===== src/rtl/s298_bist_driver.sv =====
// BIST driver for the s298 benchmark: LFSR-generated G0/G1/G2 stimulus,
// MISR compaction of the six s298 outputs, and golden-signature compare.
module s298_bist_driver #(
   parameter int unsigned NPAT     = 256,
   parameter int unsigned INIT_CYC = 16,
   parameter logic [15:0] SEED     = 16'hACE1,
   parameter logic [15:0] GOLDEN   = 16'h0000
) (
   input  logic        CK,
   input  logic        RST,
   input  logic        START,
   output logic        G0,
   output logic        G1,
   output logic        G2,
   input  logic        G66,
   input  logic        G67,
   input  logic        G117,
   input  logic        G118,
   input  logic        G132,
   input  logic        G133,
   output logic        BUSY,
   output logic        DONE,
   output logic [15:0] SIG,
   output logic        PASS
);

   localparam logic [15:0] LP_SEED      = (SEED == 16'h0000) ? 16'h0001 : SEED;
   localparam logic [15:0] LP_INIT_LAST = 16'(INIT_CYC - 1);
   localparam logic [15:0] LP_NPAT_LAST = 16'(NPAT - 1);

   typedef enum logic [2:0] {
      S_IDLE,
      S_INIT,
      S_RUN,
      S_FLUSH,
      S_DONE
   } state_t;

   state_t      r_state, w_state_nxt;
   logic [15:0] r_lfsr, w_lfsr_nxt, w_lfsr_step;
   logic [15:0] r_misr, w_misr_nxt, w_misr_step;
   logic [15:0] r_cnt, w_cnt_nxt;
   logic        r_cap_vld;
   logic        r_g0, r_g1, r_g2;
   logic        w_g0_nxt, w_g1_nxt, w_g2_nxt;
   logic [5:0]  w_resp;

   assign w_resp      = {G133, G132, G118, G117, G67, G66};
   assign w_lfsr_step = {r_lfsr[14:0], r_lfsr[15] ^ r_lfsr[13] ^ r_lfsr[12] ^ r_lfsr[10]};
   assign w_misr_step = {r_misr[14:0], r_misr[15] ^ r_misr[13] ^ r_misr[12] ^ r_misr[10]}
                        ^ {10'b0, w_resp};

   always_ff @(posedge CK) begin
      if (RST) begin
         r_state   <= S_IDLE;
         r_lfsr    <= LP_SEED;
         r_misr    <= '0;
         r_cnt     <= '0;
         r_cap_vld <= 1'b0;
         r_g0      <= 1'b1;
         r_g1      <= 1'b0;
         r_g2      <= 1'b0;
      end else begin
         r_state   <= w_state_nxt;
         r_lfsr    <= w_lfsr_nxt;
         r_misr    <= w_misr_nxt;
         r_cnt     <= w_cnt_nxt;
         r_cap_vld <= (r_state == S_RUN);
         r_g0      <= w_g0_nxt;
         r_g1      <= w_g1_nxt;
         r_g2      <= w_g2_nxt;
      end
   end

   // Response to RUN cycle k arrives one cycle later, so the MISR is gated
   // by the registered "was RUN" flag rather than by the current state.
   always_comb begin
      w_state_nxt = r_state;
      w_lfsr_nxt  = r_lfsr;
      w_misr_nxt  = r_cap_vld ? w_misr_step : r_misr;
      w_cnt_nxt   = r_cnt;
      case (r_state)
         S_IDLE, S_DONE: begin
            if (START) begin
               w_state_nxt = S_INIT;
               w_lfsr_nxt  = LP_SEED;
               w_misr_nxt  = '0;
               w_cnt_nxt   = '0;
            end
         end
         S_INIT: begin
            if (r_cnt == LP_INIT_LAST) begin
               w_state_nxt = S_RUN;
               w_cnt_nxt   = '0;
            end else begin
               w_cnt_nxt = r_cnt + 16'd1;
            end
         end
         S_RUN: begin
            w_lfsr_nxt = w_lfsr_step;
            if (r_cnt == LP_NPAT_LAST) begin
               w_state_nxt = S_FLUSH;
               w_cnt_nxt   = '0;
            end else begin
               w_cnt_nxt = r_cnt + 16'd1;
            end
         end
         S_FLUSH: w_state_nxt = S_DONE;
         default: w_state_nxt = S_IDLE;
      endcase

      // Pin values are registered from the upcoming state and LFSR value.
      w_g0_nxt = 1'b1;
      w_g1_nxt = 1'b0;
      w_g2_nxt = 1'b0;
      if (w_state_nxt == S_RUN) begin
         w_g0_nxt = &w_lfsr_nxt[4:2];
         w_g1_nxt = w_lfsr_nxt[0];
         w_g2_nxt = w_lfsr_nxt[1];
      end
   end

   assign G0   = r_g0;
   assign G1   = r_g1;
   assign G2   = r_g2;
   assign BUSY = (r_state == S_INIT) || (r_state == S_RUN) || (r_state == S_FLUSH);
   assign DONE = (r_state == S_DONE);
   assign SIG  = r_misr;
   assign PASS = DONE && (r_misr == GOLDEN);

endmodule

===== config.mk =====
export PLATFORM = sky130hd
export DESIGN_NAME = s298_bist_driver
export DESIGN_NICKNAME = d
export VERILOG_FILES = /design/src/rtl/s298_bist_driver.sv
export SDC_FILE = /design/constraint.sdc
export NUM_CORES = 1
export LEC_CHECK = 0
export ABC_AREA = 1
export BUFFER_PORTS_ARGS = -buffer_cell sky130_fd_sc_hd__buf_2
export CORE_MARGIN = 4
export CORE_UTILIZATION = 30
export CTS_CLUSTER_SIZE = 30
export DETAILED_ROUTE_END_ITERATION = 7
export GPL_ROUTABILITY_DRIVEN = 0
export SYNTH_ARGS = -nofsm -noshare
export SYNTH_HDL_FRONTEND = slang
export SYNTH_SLANG_ARGS = --single-unit
export TNS_END_PERCENT = 10

===== constraint.sdc =====
create_clock -name CK -period 1.37 [get_ports CK]
set_input_delay 0.274 -clock CK [delete_from_list [all_inputs] [get_ports CK]]
set_output_delay 0.274 -clock CK [all_outputs]
set_load 0.05 [all_outputs]

---- Word level (Yosys, flattened, before mapping) ----
Cells that the tools add are included.
Widths: inputs -> output; s select.
operators by class
  muxes and demuxes ....................... 13
  eq/ne operators ......................... 8
  bitwise operators ....................... 8
  reduce and logical (&&, ||, !) cells .... 12
  $add $sub $neg .......................... 1
operator list
  kind                   count
  $mux 16                7
  $pmux 16 s3            1
  $pmux 16 s2            1
  $add 16x1->16 const B  1
  $eq 16x4->1 const B    1
  $eq 16x8->1 const B    1
  $logic_not 16->1       1
  $xor 16x6->16          1
  $pmux 3 s4             1
  $eq 3x2->1 const B     3
  $mux 3                 3
  $xor 1x1->1            6
  $reduce_and 2->1       2
  $reduce_or 2->1        2
  $eq 3x1->1 const B     1
  $eq 3x3->1 const B     1
  $logic_not 3->1        1
  $reduce_and 3->1       1
  $reduce_bool 3->1      1
  $logic_or 1x1->1       2
  $ne 2x2->1 const B     1
  $reduce_bool 2->1      1
  $logic_and 1x1->1      1
  $not 1->1              1
storage, ports and cells
  logic and storage cells ................. 51
  bits of input ports ..................... 9
  flip-flop bits (word level) ............. 55
  output and inout bits ................... 22

---- Logic depth before layout (Yosys ltp) ----
Gate-level depths: netlist (run 1).
  word-level depth ........................ 7
  depth in mapped cells ................... 12
  depth with buffers taken out ............ 12

---- Worst setup path before layout (run 1) ----
No wires, ideal clock.
  path type ............................... flip-flop to output port
  start point ............................. register r_state[1]
  end point ............................... output PASS
  setup slack ............................. -0.953 ns
  buffers on the path ..................... 0
  required time ........................... 1.096 ns
  arrival ................................. 2.049 ns
  stages on the path, launching flop included .. 6
  path through ............................ dfxtp_1 -> inv_1 -> nand2_1 -> nor2_1 -> nand3_1 -> nor2_1
between the ends
  longest elaborated chain between the ends .. 2
ends and longest elaborated chain
  element                 line  text
  from (decl)             39    state_t r_state, w_state_nxt;
  from (signal assigned)  64    r_state <= w_state_nxt;
  $eq 3x3->1              127   assign DONE = (r_state == S_DONE);
  via DONE                22    output logic DONE,
  $logic_and 1x1->1       129   assign PASS = DONE && (r_misr == GOLDEN);
  to (decl)               24    output logic PASS
The timed path passes the listed nets, and every way through them passes these cells.

---- Final worst setup path (run 1) ----
  start point ............................. register r_state[1]
  end point ............................... output PASS
between the ends
  longest elaborated chain between the ends .. 2
ends and longest elaborated chain
  element            line
  $eq 3x3->1         127
  $logic_and 1x1->1  129
No other way between the ends.

==> out/summary.txt, run 1 <==
Status - complete, but fails checks
Failing checks - setup timing
Vias per cell - 4.73
CP Class - reg2out
Synth area leaders - dfxtp_1, nand2_1, nor2_1
Slew margin rel. - 72.3%
Io pins - 31
CTS clk-pin slew, worst paths - 0.10 ns
Reg2reg path depth - 8
Post-Synth XOR/XNOR Area - 4.27%
Power per cell area - 772 nW/um2
Synth Area in Compound Gates - 12.1%
Worst Max-Slew Pin Slew - 0.414 ns
Starting density of the core - 30.7%
Slowest CP cell - dfxtp_4
Remaining Overflow, GRT - 0
EDFF count, synth - 0
Full die area - 10500 um2
Largest net degree at the start of global routing - 18
Global-route wire length before repair - 11400 um
Most frequent cell on the critical path - nor2_4
Top-area cell type share of the netlist area - 41.3%
Worst setup margin - -0.237 ns
Main flop type after synthesis - dfxtp_1
Leakage - 1.57 nW
CP arrival - 1.33 ns
Synth Area in Simple Gates - 32.7%
Antenna diode count - 0
Routed length per instance - 12.3 um
Distinct cells, synth - 36
Cells along the critical path - inv_4 -> nand2_4 -> nor2_4 -> nand3_2 -> nor2_4 -> buf_8
GRT met1 Usage - 17.0%
Total wire length - 6770 um
Share of cells above drive strength 1 - 38.2%
R2R setup slack - 0.02 ns
Gr usage total - 13.4%
Via Count - 2604
Fin Setup TNS - -0.316 ns
Max-cap viol count - 0
Core ar. - 8680 um2
Tmin final - 1.61 ns
Seq/Total Area, Yosys - 41.3%
Crit path launch - r_state[1]$_SDFF_PP0_
Placed insts - 541
Post-detail-place hpwl - 5100 um
Most frequent cells in the layout - nand2_1, buf_4, inv_1
Cell family with the largest share of critical-path delay - simple AND/OR/NAND/NOR gates
Cell row count - 34
Post-route insts no fill - 550
Grt met2 use - 23.4%
Net Count, Synth - 378
Antenna viol nets, final - 0
CP Capture Type - output port
Worst min path class - in2reg
Hold Path Cell Cnt - 2
Avg Synthesized Cell Area - 7.25 um2
Final net count - 451
Yosys warns - 0
CP Max Fanout - 4
Max stage delay on crit path - 0.37 ns
GR peak layer - met2
Setup WS pre-CTS - -0.0821 ns
Reg2reg end - G0$_SDFF_PP1_
Die height - 102 um
Commonest non-fill, non-tap cell in the layout - nand2_1
Vias in the first global route - 2550
Fin Clk Skew - 0.0168 ns
Mux contribution to synthesized area - 0%
Type of origin of the critical path - register
Total Power - 2.84 mW
Clock sink count - 55
WP buf/inv - 2
Die X - 102 um
Root Driver - clkbuf_8
Tcrit/Tclk final - 117%
WP data required - 1.10 ns
Mapped Cells - 368
Cell depth of the worst setup path - 6
DRT Pass-1 Iters - 4
Final core utilization - 42.3%
CTS Buf Count - 5
RR Startpoint - r_cnt[8]$_SDFFE_PP0P_
# DRC - 0
Syn Std Cell Area - 2670 um2
Final hold vios - 0
Max Buffers Root-to-Sink - 2
Met3 usage - 2.94%
Setup violators final - 2
Unrepaired setup endpoints after global routing - yes
Maximum VDD drop - 0.417 mV
Fmax - 622 MHz
Hold Buf Count CTS - 0
Max-slew violations - 0
Clk_lat worst skew - 0.31 ns
Initial antenna violation count - 0
Area growth syn-to-layout - 37.7%
Seq cells post-synth - 55
Asr flop ratio synth - 0%
Buffers on Ports - 30
CTS H-tree depth - 2
Largest family of logic cells by synthesized area - simple AND/OR/NAND/NOR gates
Initial DRC count - 75
Worst setup path end - PASS
Area leader, netlist - dfxtp_1
Synth Area in Adders - 0.469%
TritonCTS clock tree - yes
logic make-up (layout without fill, tap and decap cells):
logic type | after synthesis | count (layout)
and+or+nand+nor | 189 | 189
buffers and inverters | 58 | 132
xor gates and xnor gates | 13 | 13
DFF | 55 | 55
AOI/OAI and AO/OA | 52 | 52
adders and majority gates | 1 | 1
layout make-up:
class | count | area (um2)
clock buffer | 6 | 72.6
clock inverter | 2 | 16.3
fill | 932 | 5010
inverter | 48 | 188
multi-input combinational | 255 | 1570
sequential | 55 | 1140
tap | 108 | 135
timing repair buffer | 76 | 553
flip-flops by register name (all words and copies together) (netlist names):
register / count
G0: 1
G1: 1
G2: 1
SIG: 16
r_cap_vld: 1
r_cnt: 16
r_lfsr: 16
r_state: 3
routing by layer:
metal / part of all wire, % / wire [um]
met1: 45 / 3070
met2: 50 / 3420
met3: 4.0 / 272
met4: 0.21 / 14
met5: 0 / 0
per-stage QoR:
step	hold WS (ns)	cell area [um2]
after global placement	0.462	3300
after detailed placement	0.466	3300
after global routing	0.245	3670
after CTS	0.240	3450
final	0.254	3670
after floorplan	0.358	2720
cell usage after synthesis, drive strengths merged, types with 4 or more instances:
cell and n:
clkbuf 4, o221ai 6, o21ai 8, xnor2 8, o32ai 4, nor3 4, inv 47, o22ai 4
o211ai 4, nand2 98, nand3 24, a21oi 23, dfxtp 55, buf 6, xor2 5, nand4 6
nor2 50
worst min-delay path by stage:
stage	startpoint	to	slack, ns
6_report	RST	r_state[2]$_SDFF_PP0_	0.25
3_3_place_gp	r_lfsr[8]$_SDFFE_PP0P_	r_lfsr[9]$_SDFFE_PP0P_	0.46
3_5_place_dp	r_lfsr[11]$_SDFFE_PP1P_	r_lfsr[12]$_SDFFE_PP0P_	0.47
4_1_cts	RST	r_state[2]$_SDFF_PP0_	0.24
2_1_floorplan	RST	r_cap_vld$_SDFF_PP0_	0.36
5_1_grt	RST	r_state[2]$_SDFF_PP0_	0.24
repair_timing:
item | CTS | global route
buffers inserted | 0 | 1
pin swaps | 7 | 17
endpoints found under the setup margin | 18 | 38
gates resized for setup | 19 | 64
power breakdown:
group          internal (mW)  switching [mW]  leakage [nW]
Sequential              1.61          0.0169         0.457
Clock                  0.369           0.557        0.0418
Combinational          0.107           0.174          1.07
Note: power is estimated with default switching activity, not from simulation.
==> run 2, diff against run 1 <==
- CELL_PAD_IN_SITES_DETAIL_PLACEMENT: not set -> 0
- CELL_PAD_IN_SITES_GLOBAL_PLACEMENT: not set -> 2
- PLACE_DENSITY_LB_ADDON: not set -> 0.1
- REMOVE_ABC_BUFFERS: not set -> 1
==> out/summary.txt, run 2 (synthesis gave the netlist of run 1 again) <==
Buffers on Ports - 30 (unchanged)
Max-cap viol count - 0 (unchanged)
Total Power - 2.96 mW (was 2.84 mW)
Setup violators final - 4 (was 2)
Maximum VDD drop - 0.514 mV (was 0.417 mV)
Fmax - 621 MHz (was 622 MHz)
Comb pwr share - 10.4% (was 9.9%)
Share of cells above drive strength 1 - 39.7% (was 38.2%)
Full die area - 10500 um2 (unchanged)
Post-route insts no fill - 571 (was 550)
Fin Clk Skew - 0.00872 ns (was 0.0168 ns)
Placed insts - 558 (was 541)
Area growth syn-to-layout - 45.4% (was 37.7%)
Switching share of power - 28.0% (was 26.4%)
WL met2 - 3710 um (was 3420 um)
Final hold vios - 0 (unchanged)
Fill count - 937 (was 932)
Vias in the first global route - 2596 (was 2550)
CTS Buf Count - 5 (unchanged)
Max Buffers Root-to-Sink - 2 (unchanged)
Post-layout instance area - 3880 um2 (was 3670 um2)
Metal3 WL - 168 um (was 272 um)
Worst min path class - in2reg (unchanged)
Worst Max-Slew Pin Slew - 0.249 ns (was 0.414 ns)
Initial antenna violation count - 0 (unchanged)
Hold_ws - 0.221 ns (was 0.254 ns)
CTS clk-pin slew, worst paths - 0.12 ns (was 0.10 ns)
Antenna diode count - 0 (unchanged)
Type of origin of the critical path - register (unchanged)
Core ar. - 8680 um2 (unchanged)
Leakage - 1.68 nW (was 1.57 nW)
Met1 Routed Length - 3600 um (was 3070 um)
Gr usage total - 15.1% (was 13.4%)
Via Count - 2638 (was 2604)
Die height - 102 um (unchanged)
Commonest non-fill, non-tap cell in the layout - nand2_1 (unchanged)
# DRC - 0 (unchanged)
CP arrival - 1.34 ns (was 1.33 ns)
Initial DRC count - 54 (was 75)
CTS H-tree depth - 2 (unchanged)
Post-detail-place hpwl - 5740 um (was 5100 um)
Global-route wire length before repair - 12400 um (was 11400 um)
Final core utilization - 44.7% (was 42.3%)
Top routing layer in use - met4 (unchanged)
Remaining Overflow, GRT - 0 (unchanged)
Antenna viol nets, final - 0 (unchanged)
Io pins - 31 (unchanged)
Final net count - 472 (was 451)
DRT Pass-1 Iters - 4 (unchanged)
Area of the multi-input gates - 1550 um2 (was 1570 um2)
Tmin final - 1.61 ns (about the same)
TritonCTS clock tree - yes (unchanged)
Die X - 102 um (unchanged)
Cell row count - 34 (unchanged)
Routed length per instance - 13.2 um (was 12.3 um)
Status - complete, but fails checks (unchanged)
Switching power - 829 uW (was 748 uW)
Clk_lat worst skew - 0.32 ns (was 0.31 ns)
Starting density of the core - 30.7% (unchanged)
Largest net degree at the start of global routing - 21 (was 18)
Area of placed instances - 3380 um2 (was 3300 um2)
Unrepaired setup endpoints after global routing - yes (unchanged)
CP Class - reg2out (unchanged)
Total wire length - 7530 um (was 6770 um)
Failing checks - setup timing (unchanged)
Max-slew violations - 0 (unchanged)
Internal - 2.13 mW (was 2.09 mW)
Sequential share of power - 55.1% (was 57.4%)
Most frequent cells in the layout - nand2_1, buf_4, inv_1 (unchanged)
Slew margin rel. - 83.4% (was 72.3%)
Clock sink count - 55 (unchanged)
Power share of the clock group - 34.5% (was 32.7%)
Root Driver - clkbuf_8 (unchanged)
WP data required - 1.10 ns (about the same)
Hold Buf Count CTS - 0 (unchanged)
Tcrit/Tclk final - 118% (was 117%)
CP Capture Type - output port (unchanged)
Vias per cell - 4.62 (was 4.73)
Reg area - 1130 um2 (was 1140 um2)
Power per cell area - 763 nW/um2 (was 772 nW/um2)
CP Max Fanout - 2 (was 4)
Worst setup margin - -0.242 ns (was -0.237 ns)
-- run 2: cell type report --
type	count	area share, %
multi-input combinational	255	40.1
sequential	55	29.2
timing repair buffer	97	19.9
inverter	48	4.71
tap	108	3.49
clock buffer	5	1.77
clock inverter	3	0.871
-- run 2: power by group through the flow --
stage                     combinational (mW)  clock [mW]  sequential [mW]
after CTS                              0.284        1.06             1.63
after detailed placement               0.269           0             1.67
after global placement                 0.268           0             1.67
after global routing                   0.339        1.13             1.63
final                                  0.309        1.02             1.63
after floorplan                        0.144           0             1.67
-- run 2: routing by layer --
| layer | vias up | track usage, % |
|---|---|---|
| met5 | - | 0 |
| li1 | 1384 | - |
| met4 | 0 | 3.53 |
| met1 | 1227 | 20.2 |
| met3 | 4 | 2.73 |
| met2 | 23 | 25.3 |
-- run 2: worst max-delay path: stages (launching register included) --
cell	delay (ns)
dfxtp_2	0.36
nor4_4	0.28
nand3_2	0.11
nor2_2	0.11
buf_6	0.17
-- run 2: worst paths after layout --
kind                            depth (start not counted)                       to                    start  slack, ns
worst min register to register                          2  r_lfsr[14]$_SDFFE_PP0P_  r_lfsr[14]$_SDFFE_PP0P_       0.49
worst min-delay path                                    3        SIG[4]$_SDFF_PP0_                     G132       0.22
worst max-delay path                                    4                     PASS        SIG[7]$_SDFF_PP0_      -0.24
worst max register to register                          8    r_cnt[0]$_SDFFE_PP0P_    r_state[0]$_SDFF_PP0_      -0.05
-- run 2: what timing repair did --
action,in CTS,in global routing
setup buffers,1,6
pin swaps,5,27
resized for setup,40,66
endpoints found under the setup margin,25,38
-- run 2: through the flow --
step | TNS [ns] | setup slack [ns]
finish | -0.469 | -0.242
detailed placement | -1.11 | -0.128
floorplan | -1.51 | -0.953
global placement | -0.547 | -0.0766
CTS | -0.944 | -0.313
global route | -1.73 | -0.337
